### src/rtl/sincos_iq_sched.sv
// rtl/sincos_iq_sched.sv - NCO sequencer sharing one sin/cos core, re-pairs results into I/Q beats
`timescale 1ns/1ps
module sincos_iq_sched #(
    parameter int OUTPUT_WIDTH = 32,
    parameter int CORE_LATENCY = 4
) (
    input  logic                    clk,
    input  logic                    reset,
    input  logic [31:0]             freq_i,
    input  logic                    freq_we,
    input  logic                    phase_clr,
    input  logic                    req_i,
    output logic                    req_ready_o,
    output logic [31:0]             core_phase,
    output logic                    core_mode_cos,
    output logic                    core_valid_o,
    input  logic [OUTPUT_WIDTH-1:0] core_result,
    input  logic                    core_valid_i,
    output logic [OUTPUT_WIDTH-1:0] sin_o,
    output logic [OUTPUT_WIDTH-1:0] cos_o,
    output logic                    iq_valid_o,
    output logic                    err_o
);

    localparam int CW = $clog2(CORE_LATENCY + 3);
    localparam logic [CW-1:0] OUTST_MAX = '1;

    typedef enum logic [1:0] {S_IDLE, S_SIN, S_COS} state_t;

    state_t                  r_state;
    state_t                  w_state_nx;
    logic [31:0]             r_freq;
    logic [31:0]             r_acc;
    logic [31:0]             r_phase_q;
    logic                    r_half;
    logic [OUTPUT_WIDTH-1:0] r_sin_hold;
    logic [CW-1:0]           r_outst;
    logic [OUTPUT_WIDTH-1:0] r_sin;
    logic [OUTPUT_WIDTH-1:0] r_cos;
    logic                    r_iq_valid;
    logic                    r_err;

    logic                    w_accept;
    logic                    w_issue;
    logic                    w_res_ok;
    logic                    w_inc;
    logic [CW-1:0]           w_inc_v;
    logic [CW-1:0]           w_dec_v;

    // A result is only trusted when something is actually in flight.
    assign w_accept = req_i & req_ready_o;
    assign w_issue  = core_valid_o;
    assign w_res_ok = core_valid_i & (r_outst != '0);
    assign w_inc    = w_issue & (r_outst != OUTST_MAX);
    assign w_inc_v  = {{(CW-1){1'b0}}, w_inc};
    assign w_dec_v  = {{(CW-1){1'b0}}, w_res_ok};

    assign sin_o      = r_sin;
    assign cos_o      = r_cos;
    assign iq_valid_o = r_iq_valid;
    assign err_o      = r_err;

    // FSM state register
    always_ff @(posedge clk or posedge reset) begin
        if (reset) r_state <= S_IDLE;
        else       r_state <= w_state_nx;
    end

    // FSM next state: each accept issues sine then cosine on back-to-back cycles
    always_comb begin
        w_state_nx = r_state;
        case (r_state)
            S_IDLE:  if (w_accept) w_state_nx = S_SIN;
            S_SIN:   w_state_nx = S_COS;
            S_COS:   w_state_nx = w_accept ? S_SIN : S_IDLE;
            default: w_state_nx = S_IDLE;
        endcase
    end

    // FSM outputs: core bus is zeroed whenever no issue is in progress
    always_comb begin
        req_ready_o   = 1'b0;
        core_valid_o  = 1'b0;
        core_mode_cos = 1'b0;
        core_phase    = 32'd0;
        case (r_state)
            S_IDLE: req_ready_o = 1'b1;
            S_SIN: begin
                core_valid_o = 1'b1;
                core_phase   = r_phase_q;
            end
            S_COS: begin
                req_ready_o   = 1'b1;
                core_valid_o  = 1'b1;
                core_mode_cos = 1'b1;
                core_phase    = r_phase_q;
            end
            default: req_ready_o = 1'b0;
        endcase
    end

    // Frequency register and phase accumulator; clear wins over accumulate,
    // and an accept always steps by the frequency held before this cycle's write
    always_ff @(posedge clk or posedge reset) begin
        if (reset) begin
            r_freq    <= 32'd0;
            r_acc     <= 32'd0;
            r_phase_q <= 32'd0;
        end else begin
            if (freq_we) r_freq <= freq_i;
            if (w_accept) begin
                if (phase_clr) begin
                    r_phase_q <= 32'd0;
                    r_acc     <= r_freq;
                end else begin
                    r_phase_q <= r_acc;
                    r_acc     <= r_acc + r_freq;
                end
            end else if (phase_clr) begin
                r_acc <= 32'd0;
            end
        end
    end

    // Outstanding-result tracking and sticky protocol error
    always_ff @(posedge clk or posedge reset) begin
        if (reset) begin
            r_outst <= '0;
            r_err   <= 1'b0;
        end else begin
            r_outst <= r_outst + w_inc_v - w_dec_v;
            if ((core_valid_i && r_outst == '0) || (w_issue && r_outst == OUTST_MAX))
                r_err <= 1'b1;
        end
    end

    // Re-pair in-order sine/cosine results into one registered I/Q beat
    always_ff @(posedge clk or posedge reset) begin
        if (reset) begin
            r_half     <= 1'b0;
            r_sin_hold <= '0;
            r_sin      <= '0;
            r_cos      <= '0;
            r_iq_valid <= 1'b0;
        end else begin
            r_iq_valid <= 1'b0;
            if (w_res_ok) begin
                if (!r_half) begin
                    r_sin_hold <= core_result;
                    r_half     <= 1'b1;
                end else begin
                    r_sin      <= r_sin_hold;
                    r_cos      <= core_result;
                    r_iq_valid <= 1'b1;
                    r_half     <= 1'b0;
                end
            end
        end
    end

endmodule

### config.mk
export PLATFORM = sky130hd
export DESIGN_NAME = sincos_iq_sched
export DESIGN_NICKNAME = d
export VERILOG_FILES = /design/src/rtl/sincos_iq_sched.sv
export SDC_FILE = /design/constraint.sdc
export NUM_CORES = 1
export LEC_CHECK = 0
export CORE_MARGIN = 1
export CORE_UTILIZATION = 40
export CTS_BUF_LIST = sky130_fd_sc_hd__clkbuf_4 sky130_fd_sc_hd__clkbuf_8 sky130_fd_sc_hd__clkbuf_16
export DETAILED_ROUTE_END_ITERATION = 10
export GPL_TIMING_DRIVEN = 0
export PLACE_DENSITY_LB_ADDON = 0.25
export SLEW_MARGIN = 10
export SYNTH_ARGS = -nofsm -noshare
export SYNTH_HDL_FRONTEND = slang
export SYNTH_SLANG_ARGS = --single-unit
### constraint.sdc
create_clock -name clk -period 14.24 [get_ports clk]
set_clock_uncertainty 0.2 [all_clocks]
set_input_delay 2.848 -clock clk [delete_from_list [all_inputs] [get_ports clk]]
set_output_delay 2.848 -clock clk [all_outputs]
set_load 0.005 [all_outputs]
After elaboration in Yosys (flattened, before gate mapping)
Index checks and enable logic that the tools add are counted.
{"block": "totals", "reg_bits": 200, "input_bits": 70, "out_inout_bits": 101, "word_cells": 46}
{"block": "op_classes", "add_sub_neg": 3, "eq_ne": 5, "mux": 13, "bitwise": 4, "n_reduce_logical": 10}
{"operator": "$mux 32", "count": 4}
{"operator": "$add 32x32->32", "count": 1}
{"operator": "$mux 1", "count": 7}
{"operator": "$pmux 2 s3", "count": 1}
{"operator": "$reduce_and 2->1", "count": 2}
{"operator": "$reduce_or 2->1", "count": 2}
{"operator": "$add 3x1->3", "count": 1}
{"operator": "$and 1x1->1", "count": 3}
{"operator": "$eq 3x3->1 const B", "count": 1}
{"operator": "$logic_not 3->1", "count": 1}
{"operator": "$ne 3x3->1 const B", "count": 1}
{"operator": "$reduce_bool 3->1", "count": 1}
{"operator": "$sub 3x1->3", "count": 1}
{"operator": "$eq 2x1->1 const B", "count": 1}
{"operator": "$eq 2x2->1 const B", "count": 1}
{"operator": "$logic_and 1x1->1", "count": 2}
{"operator": "$logic_not 2->1", "count": 1}
{"operator": "$mux 2", "count": 1}
{"operator": "$ne 2x2->1 const B", "count": 1}
{"operator": "$logic_or 1x1->1", "count": 1}
{"operator": "$not 1->1", "count": 1}

Depth between registers and ports, before layout
Gate-level depths: netlist of run 1.
{"block": "depth", "ltp_word": 6, "mapped_depth": 11, "mapped_depth_nobuf": 11}

Least setup slack after synthesis of run 1
No wires, ideal clock.
{"block": "synth_path", "path_kind": "input to register", "from": "input core_valid_i", "to": "register r_outst[2]", "setup_ps": 126, "arrival_time_ps": 4117, "t_required_ps": 13914, "slack_ps": 9797, "stages": 9, "n_path_buf": 0, "cell_sequence": "nand2b_1 inv_1 ha_1 inv_1 ha_1 inv_1 fa_1 xnor2_1 xnor2_1"}
{"block": "synth_between", "elab_chain_len": 2}
{"element": "start, declared", "line": "18", "rtl": "input logic core_valid_i,"}
{"element": "$and 1x1->1", "line": "53", "rtl": "assign w_res_ok = core_valid_i & (r_outst != '0);"}
{"element": "via w_res_ok", "line": "45", "rtl": "logic w_res_ok;"}
{"element": "$sub 3x1->3", "line": "131", "rtl": "r_outst <= r_outst + w_inc_v - w_dec_v;"}
{"element": "end signal, assigned", "line": "131"}
{"element": "end, declared", "line": "37", "rtl": "logic [CW-1:0] r_outst;"}
The timed path passes the listed nets, and every way through them passes these cells.
A chain may end at the register's enable or synchronous reset.

Worst setup path after layout of run 1
{"block": "layout_path", "from": "register r_state[0]", "to": "output core_phase[16]"}
{"block": "layout_between", "elab_chain_len": 3, "elab_cells_between_ends": 4, "cone_classes": "eq/ne: 2; mux: 1; reduce/logical: 1"}
{"element": "start, declared", "line": "30", "rtl": "state_t r_state;"}
{"element": "start signal, assigned", "line": "66", "rtl": "else r_state <= w_state_nx;"}
{"element": "$eq 2x2->1 or $eq 2x1->1 (tied branches)", "line": "86", "rtl": "case (r_state)"}
{"element": "$reduce_or 2->1 (no source line) (*)"}
{"element": "$mux 32 (*)", "line": "86"}
{"element": "end, declared", "line": "14", "rtl": "output logic [31:0] core_phase,"}
Every way passes the cells marked *; elsewhere a longest branch is shown, timed or not.

==> results of run 1 <==
==> routing by layer <==
| metal | track usage | wire (microns) | vias to the layer above |
|---|---|---|---|
| met5 | 0 | 0 | - |
| met4 | 0.0574 | 362 | 0 |
| met3 | 0.0321 | 922 | 27 |
| met2 | 0.332 | 11100 | 181 |
| met1 | 0.256 | 10700 | 3596 |
| li1 | - | - | 3673 |
==> worst max-delay path: stages (launching register included) <==
cell             delay [ns]
dfrtp_1                0.40
inv_1                  0.08
ha_1                   0.44
clkbuf_1               0.35
and2_1                 0.26
clkdlybuf4s50_1        0.52
==> flip-flops by register name (all words and copies together) (netlist names) <==
name        cells
r_outst         3
sin_o          32
r_freq         32
r_sin_hold     32
r_half          1
iq_valid_o      1
cos_o          32
r_phase_q      32
err_o           1
r_acc          32
r_state         2
==> layout by cell type, fill, tap and decap left out, drive strengths merged, types with 2 or more instances in the layout <==
cell type | Yosys | final
xor2 | 9 | 9
clkbuf | 41 | 58
o31a | 3 | 3
o21bai | 6 | 6
and3 | 6 | 6
o21ai | 76 | 76
xnor2 | 21 | 21
buf | 8 | 9
nor2b | 3 | 3
inv | 16 | 22
o21a | 2 | 2
fa | 2 | 2
nand4 | 2 | 2
clkdlybuf4s50 | 0 | 168
o221ai | 4 | 4
and2 | 34 | 34
nor3 | 2 | 2
a41oi | 3 | 3
mux2i | 4 | 4
nand2b | 4 | 4
a21o | 15 | 15
a31oi | 6 | 6
a21oi | 45 | 45
ha | 37 | 37
nand2 | 313 | 313
mux2 | 64 | 64
a22o | 9 | 9
clkinv | 1 | 9
dfrtp | 200 | 200
nor2 | 25 | 25
nand3 | 7 | 7
==> kinds of logic after synthesis <==
| kind of cell | synth area share |
|---|---|
| mux | 0.0798 |
| simple gates | 0.172 |
| xor+xnor | 0.0276 |
| buf+inv | 0.0261 |
| compound gates | 0.117 |
| fa+ha+maj | 0.0528 |
| flops | 0.525 |
==> worst max-delay path by stage <==
stage                endpoint  depth (start not counted)
3_5_place_dp    r_phase_q[10]                          7
4_1_cts        core_phase[16]                          5
6_report       core_phase[16]                          5
3_3_place_gp         cos_o[5]                          2
2_1_floorplan        cos_o[0]                          1
5_1_grt        core_phase[18]                          5
==> final cells by class <==
type	count	area (sq um)	area share
Buffer	49	185	0.0151
Clock buffer	17	425	0.0347
Clock inverter	14	180	0.0147
Inverter	17	71.3	0.00582
Multi-Input combinational cell	716	4280	0.349
Sequential cell	200	5000	0.408
Tap cell	319	399	0.0326
Timing Repair Buffer	169	1710	0.139
==> stage by stage <==
step                       util  hold slack (ns)
after floorplan               -            0.235
after global placement    0.496            0.241
after detailed placement  0.498            0.247
after CTS                 0.524            0.268
after global routing      0.524            0.280
final                     0.524            0.263
==> report_power, final <==
part	internal (W)	leakage, nW	total (W)	switching (W)
registers	0.000800	2.50	0.000949	0.000149
logic	0.000568	2.77	0.00115	0.000579
clock network	0.000239	0.292	0.000481	0.000243
total	0.00161	5.56	0.00258	0.000970
==> qor.yml, run 1 <==
setup_viol: 0
core_area_sq_mm: 0.0234
ir_worst_vdd_v: 0.0000878
cts_buffer_depth: 2
outcome: "completed"
rsz0062_at_grt: "false"
post-route-period-util: 0.388
synthArstFlopShare: 1.00
fin_area_sq_mm: 0.0123
start_util: 0.407
path_clk_slew_ns: 0.08
worstSetupStartpointType: "register"
synth_cell_types: 51
h-tree-depth: 4
insertion_delay_ns: 0.43
reg2reg_from: "r_freq[0]"
syn_avg_cell_area_sq_um: 9.71
synth_top_area_frac: 0.525
cts_tree: "built"
layout_min_cycle_time_ns: 5.53
synthesis.nets: 1091
synth.most_common_cell: "nand2_1"
yosysTopAreaCell: "dfrtp_1"
synthTopCellsByArea: "dfrtp_1 52%, nand2_1 12%, mux2_2 7.6%"
synth_cells: 982
root_buffer: "clkbuf_16"
drt_pass1_iterations: 5
holdBufCountCts: 0
crit_fanout: 10
area_delta_synth_final_pct: 28.5
ys.flop_type: "dfrtp_1"
die_x_microns: 156
antenna_found_initial: 0
numCtsBuffers: 17
fmaxAchievable_ghz: 0.181
tns_ns: 0
wire_per_inst_microns: 15.4
drt_iter0_drc: 407
hp-start: "r_sin_hold[27]"
yosysWarningCount: 0
core.rowCount: 56
dp_cells: 1470
hold_class: "reg -> reg"
grt_overflow: 0
yosys-top-cells-count: "313 x nand2_1, 200 x dfrtp_1, 64 x mux2_2"
hold_viol: 0
drc: 0
dp_hpwl_microns: 17500
min_path_cells: 2
path_class: "reg -> out"
timing.rr.end: "r_acc[26]"
power.total_w: 0.00258
io_pins: 171
postCtsSetupBuffers: 0
cp.arrival_ns: 2.48
final_cells: 1501
grt_max_degree: 119
power_leakage_nw: 5.56
vias_per_cell: 4.98
drive_above_1_share: 0.0897
finalMaxSlewViolations: 0
post-place-ws_ns: 8.94
r2r_setup_slack_ns: 10.80
grt_pass1_wl_microns: 37400
antenna_left: 0
r2r_cells: 11
cts_resized: 0
power_density_mw_per_mm2: 210
place_congestion: 0.896
first_global_vias: 7331
num_antenna_cells: 0
worst_pin_slew_ns: 0.698
finalWirelength_microns: 23100
placed_area_sq_mm: 0.0116
fillers: 2205
min_to: "sin_o[27]"
yosysSeqAreaShare: 0.525
syn_area_sq_mm: 0.00953
ys_ff_latch: 200
critPathCaptureType: "output port"
clock_sinks: 200
startpoint: "r_state[0]"
slew_headroom: 0.534
fp.dieH_microns: 156
grt_usage: 0.196
vias: 7477
required_ns: 11.19
max_cap_violations: 0
synth-edff-count: 0
nets: 1279
port_buffers: 168
dieArea_sq_mm: 0.0245
setup_ws_ns: 8.71
No activity file was read; power rests on OpenSTA's default activity.
==> run 2, diff against run 1 <==
==> constraint.sdc (replaced) <==
create_clock -name clk -period 5.55 [get_ports clk]
set_clock_uncertainty 0.2 [all_clocks]
set_input_delay 1.11 -clock clk [delete_from_list [all_inputs] [get_ports clk]]
set_output_delay 1.11 -clock clk [all_outputs]
set_load 0.005 [all_outputs]
==> run 2 against run 1 <==
Against the previous run: die area is the same; first-iteration DRC count shrank 2.5%; flip-flop and latch count is the same; largest cell class unchanged; non-clock buffer count grew 5; highest routed layer unchanged; core utilization grew 0.44 points; via count shrank 0.60%; combinational power grew to 2.6 times the previous value; sequential share of layout area shrank 0.34 points; count of clock-buffer cells in the layout is the same; critical path depth is the same; design area grew 0.84%; hold slack lost 0.0045 ns.
==> qor.yml, run 2 (synthesis results as in run 1) <==
outcome: "completed"
slew_headroom: 0.559
r2r_cells: 11
antenna_left: 0
finalMaxSlewViolations: 0
core_area_sq_mm: 0.0234
dp_hpwl_microns: 17800
hp-start: "r_sin_hold[31]"
cts_tree: "built"
clock_sinks: 200
rsz0062_at_grt: "false"
regArea_sq_mm: 0.00500
drc: 0
hold_class: "reg -> reg"
fmaxAchievable_ghz: 0.263
cts_resized: 0
crit_fanout: 10
path_class: "reg -> out"
mostFrequentLayoutCells: "313 x nand2_1, 200 x dfrtp_1, 168 x clkdlybuf4s50_1"
port_buffers: 168
tns_ns: 0
dp_cells: 1475
first_global_vias: 7225
fin_hold_ws_ns: 0.258
antenna_found_initial: 0
cp.arrival_ns: 2.50
grt_usage: 0.198
power_leakage_nw: 5.60
cts_buffer_depth: 2
post-route-period-util: 0.686
drt_iter0_drc: 397
numCtsBuffers: 17
finalWirelength_microns: 23100
min_path_cells: 2
setup_ws_ns: 1.74
timing.rr.end: "r_acc[26]"
drt_pass1_iterations: 4
vias_per_cell: 4.93
grt_max_degree: 38
num_antenna_cells: 0
vias: 7432
start_util: 0.407
min_to: "sin_o[31]"
ir_worst_vdd_v: 0.000244
root_buffer: "clkbuf_16"
critPathCaptureType: "output port"
grt_overflow: 0
holdBufCountCts: 0
setup_viol: 0
r2r_setup_slack_ns: 2.18
path_clk_slew_ns: 0.09
layout_commonest_cell: "nand2_1"
drive_above_1_share: 0.0943
required_ns: 4.24
multi_input_area_sq_mm: 0.00428
hold_viol: 0
wire_per_inst_microns: 15.3
worst_pin_slew_ns: 0.661
area_delta_synth_final_pct: 29.6
final_cells: 1507
fillers: 2159
power_density_mw_per_mm2: 538
max_cap_violations: 0
fp.dieH_microns: 156
grt_pass1_wl_microns: 37600
post-place-ws_ns: 1.96
startpoint: "r_state[0]"
postCtsSetupBuffers: 0
h-tree-depth: 4
dieArea_sq_mm: 0.0245
place_congestion: 0.870
reg2reg_from: "r_freq[0]"
nets: 1284
core.rowCount: 56
power.total_w: 0.00665
worstSetupStartpointType: "register"
insertion_delay_ns: 0.44
io_pins: 171
die_x_microns: 156
layout_min_cycle_time_ns: 3.81
[run 2: changes by cell type in the layout (fill, tap and decap cells not counted)]
| cell | before | now |
|---|---|---|
| clkinv_4 | 2 | 0 |
| buf_12 | 0 | 6 |
| inv_12 | 1 | 0 |
| inv_8 | 3 | 4 |
| clkinvlp_4 | 0 | 1 |
| inv_6 | 3 | 4 |
| clkinv_8 | 6 | 7 |
| buf_16 | 1 | 0 |
[run 2: layout make-up]
class / count / share of cell area
multi-input combinational: 716 / 0.346
clock inverter: 15 / 0.0157
timing repair buffer: 174 / 0.146
tap: 319 / 0.0323
inverter: 17 / 0.00547
sequential: 200 / 0.405
clock buffer: 17 / 0.0344
buffer: 49 / 0.0150
[run 2: report_power, final]
part | total (W) | switching (W) | internal, W
Clock | 0.00127 | 0.000655 | 0.000619
Combinational | 0.00295 | 0.00148 | 0.00146
Sequential | 0.00243 | 0.000379 | 0.00205
[run 2: worst max path at each step]
stage | end | slack [ns] | depth (start not counted)
after floorplan | cos_o[0] | 1.65 | 1
after global placement | r_acc[23] | -0.02 | 2
after detailed placement | r_phase_q[3] | 1.96 | 7
after CTS | core_phase[16] | 1.72 | 5
after global routing | core_phase[31] | 1.63 | 5
final | core_phase[16] | 1.74 | 5
[run 2: metrics by stage]
step / utilization / cell area [sq um]
6_report: 0.528 / 12400
3_5_place_dp: 0.502 / 11700
3_3_place_gp: 0.496 / 11600
4_1_cts: 0.528 / 12400
2_1_floorplan: - / 9540
5_1_grt: 0.528 / 12400
[run 2: per-layer routing]
| metal | up-vias | share of wire | track usage |
|---|---|---|---|
| li1 | 3681 | - | - |
| met1 | 3565 | 0.46 | 0.258 |
| met2 | 166 | 0.48 | 0.339 |
| met3 | 20 | 0.044 | 0.0310 |
| met4 | 0 | 0.011 | 0.0546 |
| met5 | - | 0 | 0 |
[run 2: worst max-delay path: stages, from the launching register on]
cell and delay [ns]:
dfrtp_1 0.41, inv_1 0.08, ha_1 0.44, clkbuf_1 0.36, and2_1 0.26, clkdlybuf4s50_1 0.52
==> run 3, diff against run 2 <==
==> constraint.sdc (replaced) <==
create_clock -name clk -period 3.12 [get_ports clk]
set_clock_uncertainty 0.2 [all_clocks]
set_input_delay 0.624 -clock clk [delete_from_list [all_inputs] [get_ports clk]]
set_output_delay 0.624 -clock clk [all_outputs]
set_load 0.005 [all_outputs]
==> run 3 against run 2 <==
Against the previous run: via count fell by 0.19%; global-route usage rose by 0.085 points; non-clock buffer count rose by 4; first-iteration DRC count fell by 13%; core utilization rose by 0.61 points; flip-flop and latch count did not move; combinational power rose by 84%; total power rose by 81%; critical path type unchanged; largest power group unchanged.
==> qor.yml, run 3 (synthesis results as in run 1) <==
post-route-util: 0.534
vias: 7418
slew_headroom: 0.588
crit_chain: "inv_1 > ha_4 > clkbuf_4 > and2_1 > clkdlybuf4s50_1"
fmaxAchievable_ghz: 0.329
wire_per_inst_microns: 15.4
mostFrequentLayoutCells: "313 x nand2_1, 200 x dfrtp_1, 168 x clkdlybuf4s50_1"
numCtsBuffers: 17
vias_per_cell: 4.91
power_density_mw_per_mm2: 961
grt_max_degree: 38
regArea_sq_mm: 0.00500
layout_commonest_cell: "nand2_1"
dieArea_sq_mm: 0.0245
core.rowCount: 56
root_buffer: "clkbuf_16"
area_delta_synth_final_pct: 31.1
path_buf_inv: 3
antenna_left: 0
insertion_delay_ns: 0.44
drt_pass1_iterations: 4
worstSetupStartpointType: "register"
reg2reg_from: "r_freq[0]"
startpoint: "r_state[0]"
power.total_w: 0.0120
cts_tree: "built"
core_area_sq_mm: 0.0234
num_antenna_cells: 0
grt_usage: 0.199
worst_pin_slew_ns: 0.619
path_class: "reg -> out"
clock_sinks: 200
path_delay_family: "buffers and inverters"
layout_min_cycle_time_ns: 3.04
place_congestion: 0.870
critPathCaptureType: "output port"
dp_cells: 1475
h-tree-depth: 4
fillers: 2145
drt_iter0_drc: 345
ir_worst_vdd_v: 0.000435
crit_fanout: 10
finalWirelength_microns: 23200
drive_above_1_share: 0.112
required_ns: 2.30
hp-start: "r_sin_hold[31]"
path_clk_slew_ns: 0.09
setup_viol: 0
io_pins: 171
die_x_microns: 156
hold_class: "reg -> reg"
fp.dieH_microns: 156
slowest_delay_ns: 0.53
antenna_found_initial: 0
holdBufCountCts: 0
rsz0062_at_grt: "true"
grt_pass1_wl_microns: 37700
grt_overflow: 0
cp.arrival_ns: 2.22
final_cells: 1511
power_leakage_nw: 5.64
multi_input_area_sq_mm: 0.00439
post-route-period-util: 0.976
dp_hpwl_microns: 17800
outcome: "completed"
finalMaxSlewViolations: 0
port_buffers: 168
start_util: 0.407
nets: 1288
worst_path_max_delay_cell: "clkdlybuf4s50_1"
drc: 0
first_global_vias: 7257
max_cap_violations: 0
fin_hold_ws_ns: 0.258
cts_buffer_depth: 2
hold_viol: 0
run 3: worst reg2reg max path, cell delays in order, from the launching register on:
cell       delay [ns]
dfrtp_1          0.40
ha_2             0.21
fa_2             0.35
a21o_2           0.23
a22o_1           0.20
o31a_1           0.35
a41oi_4          0.22
o2111ai_4        0.17
o21ai_2          0.21
a31oi_1          0.13
xnor2_1          0.15
o21ai_1          0.09
run 3: metal layers:
| layer | GRT usage | part of all wire |
|---|---|---|
| met1 | 0.257 | 0.46 |
| met5 | 0 | 0 |
| met2 | 0.343 | 0.49 |
| met3 | 0.0310 | 0.045 |
| met4 | 0.0546 | 0.011 |
run 3: metrics by stage:
stage / TNS [ns] / setup slack, ns / area, sq um
6_report: 0 / 0.0759 / 12500
4_1_cts: 0 / 0.000344 / 12400
2_1_floorplan: -58.47 / -0.292 / 9540
3_3_place_gp: -391.92 / -1.97 / 11600
3_5_place_dp: -0.513 / -0.219 / 11700
5_1_grt: -0.135 / -0.0679 / 12500
run 3: repair_timing:
action | 4_1_cts | 5_1_grt
buffers inserted | 2 | 2
pin swaps | 4 | 4
gates resized for setup | 10 | 15
setup endpoints to repair | 34 | 43
cloned | 0 | 0
run 3: final timing paths:
check                                 end  slack (ns)  cells past startpoint
min reg2reg                     sin_o[31]        0.26                      2
max in group asynchronous   r_phase_q[24]        1.44                      5
max                        core_phase[16]        0.08                      5
max reg2reg                     r_acc[30]        0.10                     11
min in group asynchronous       sin_o[31]        0.32                      2
min                             sin_o[31]        0.26                      2
run 3: power by group:
| group | internal [W] | switching (W) | leakage [nW] | total (W) |
|---|---|---|---|---|
| logic | 0.00271 | 0.00271 | 2.85 | 0.00542 |
| clock network | 0.00110 | 0.00116 | 0.300 | 0.00227 |
| registers | 0.00365 | 0.000680 | 2.50 | 0.00433 |
| total | 0.00747 | 0.00455 | 5.64 | 0.0120 |
run 3: final cells by class:
class,instances,area share
Sequential cell,200,0.400
Multi-Input combinational cell,716,0.351
Timing Repair Buffer,178,0.147
Clock buffer,17,0.0340
Tap cell,319,0.0319
Clock inverter,15,0.0155
Buffer,49,0.0154
Inverter,17,0.00540
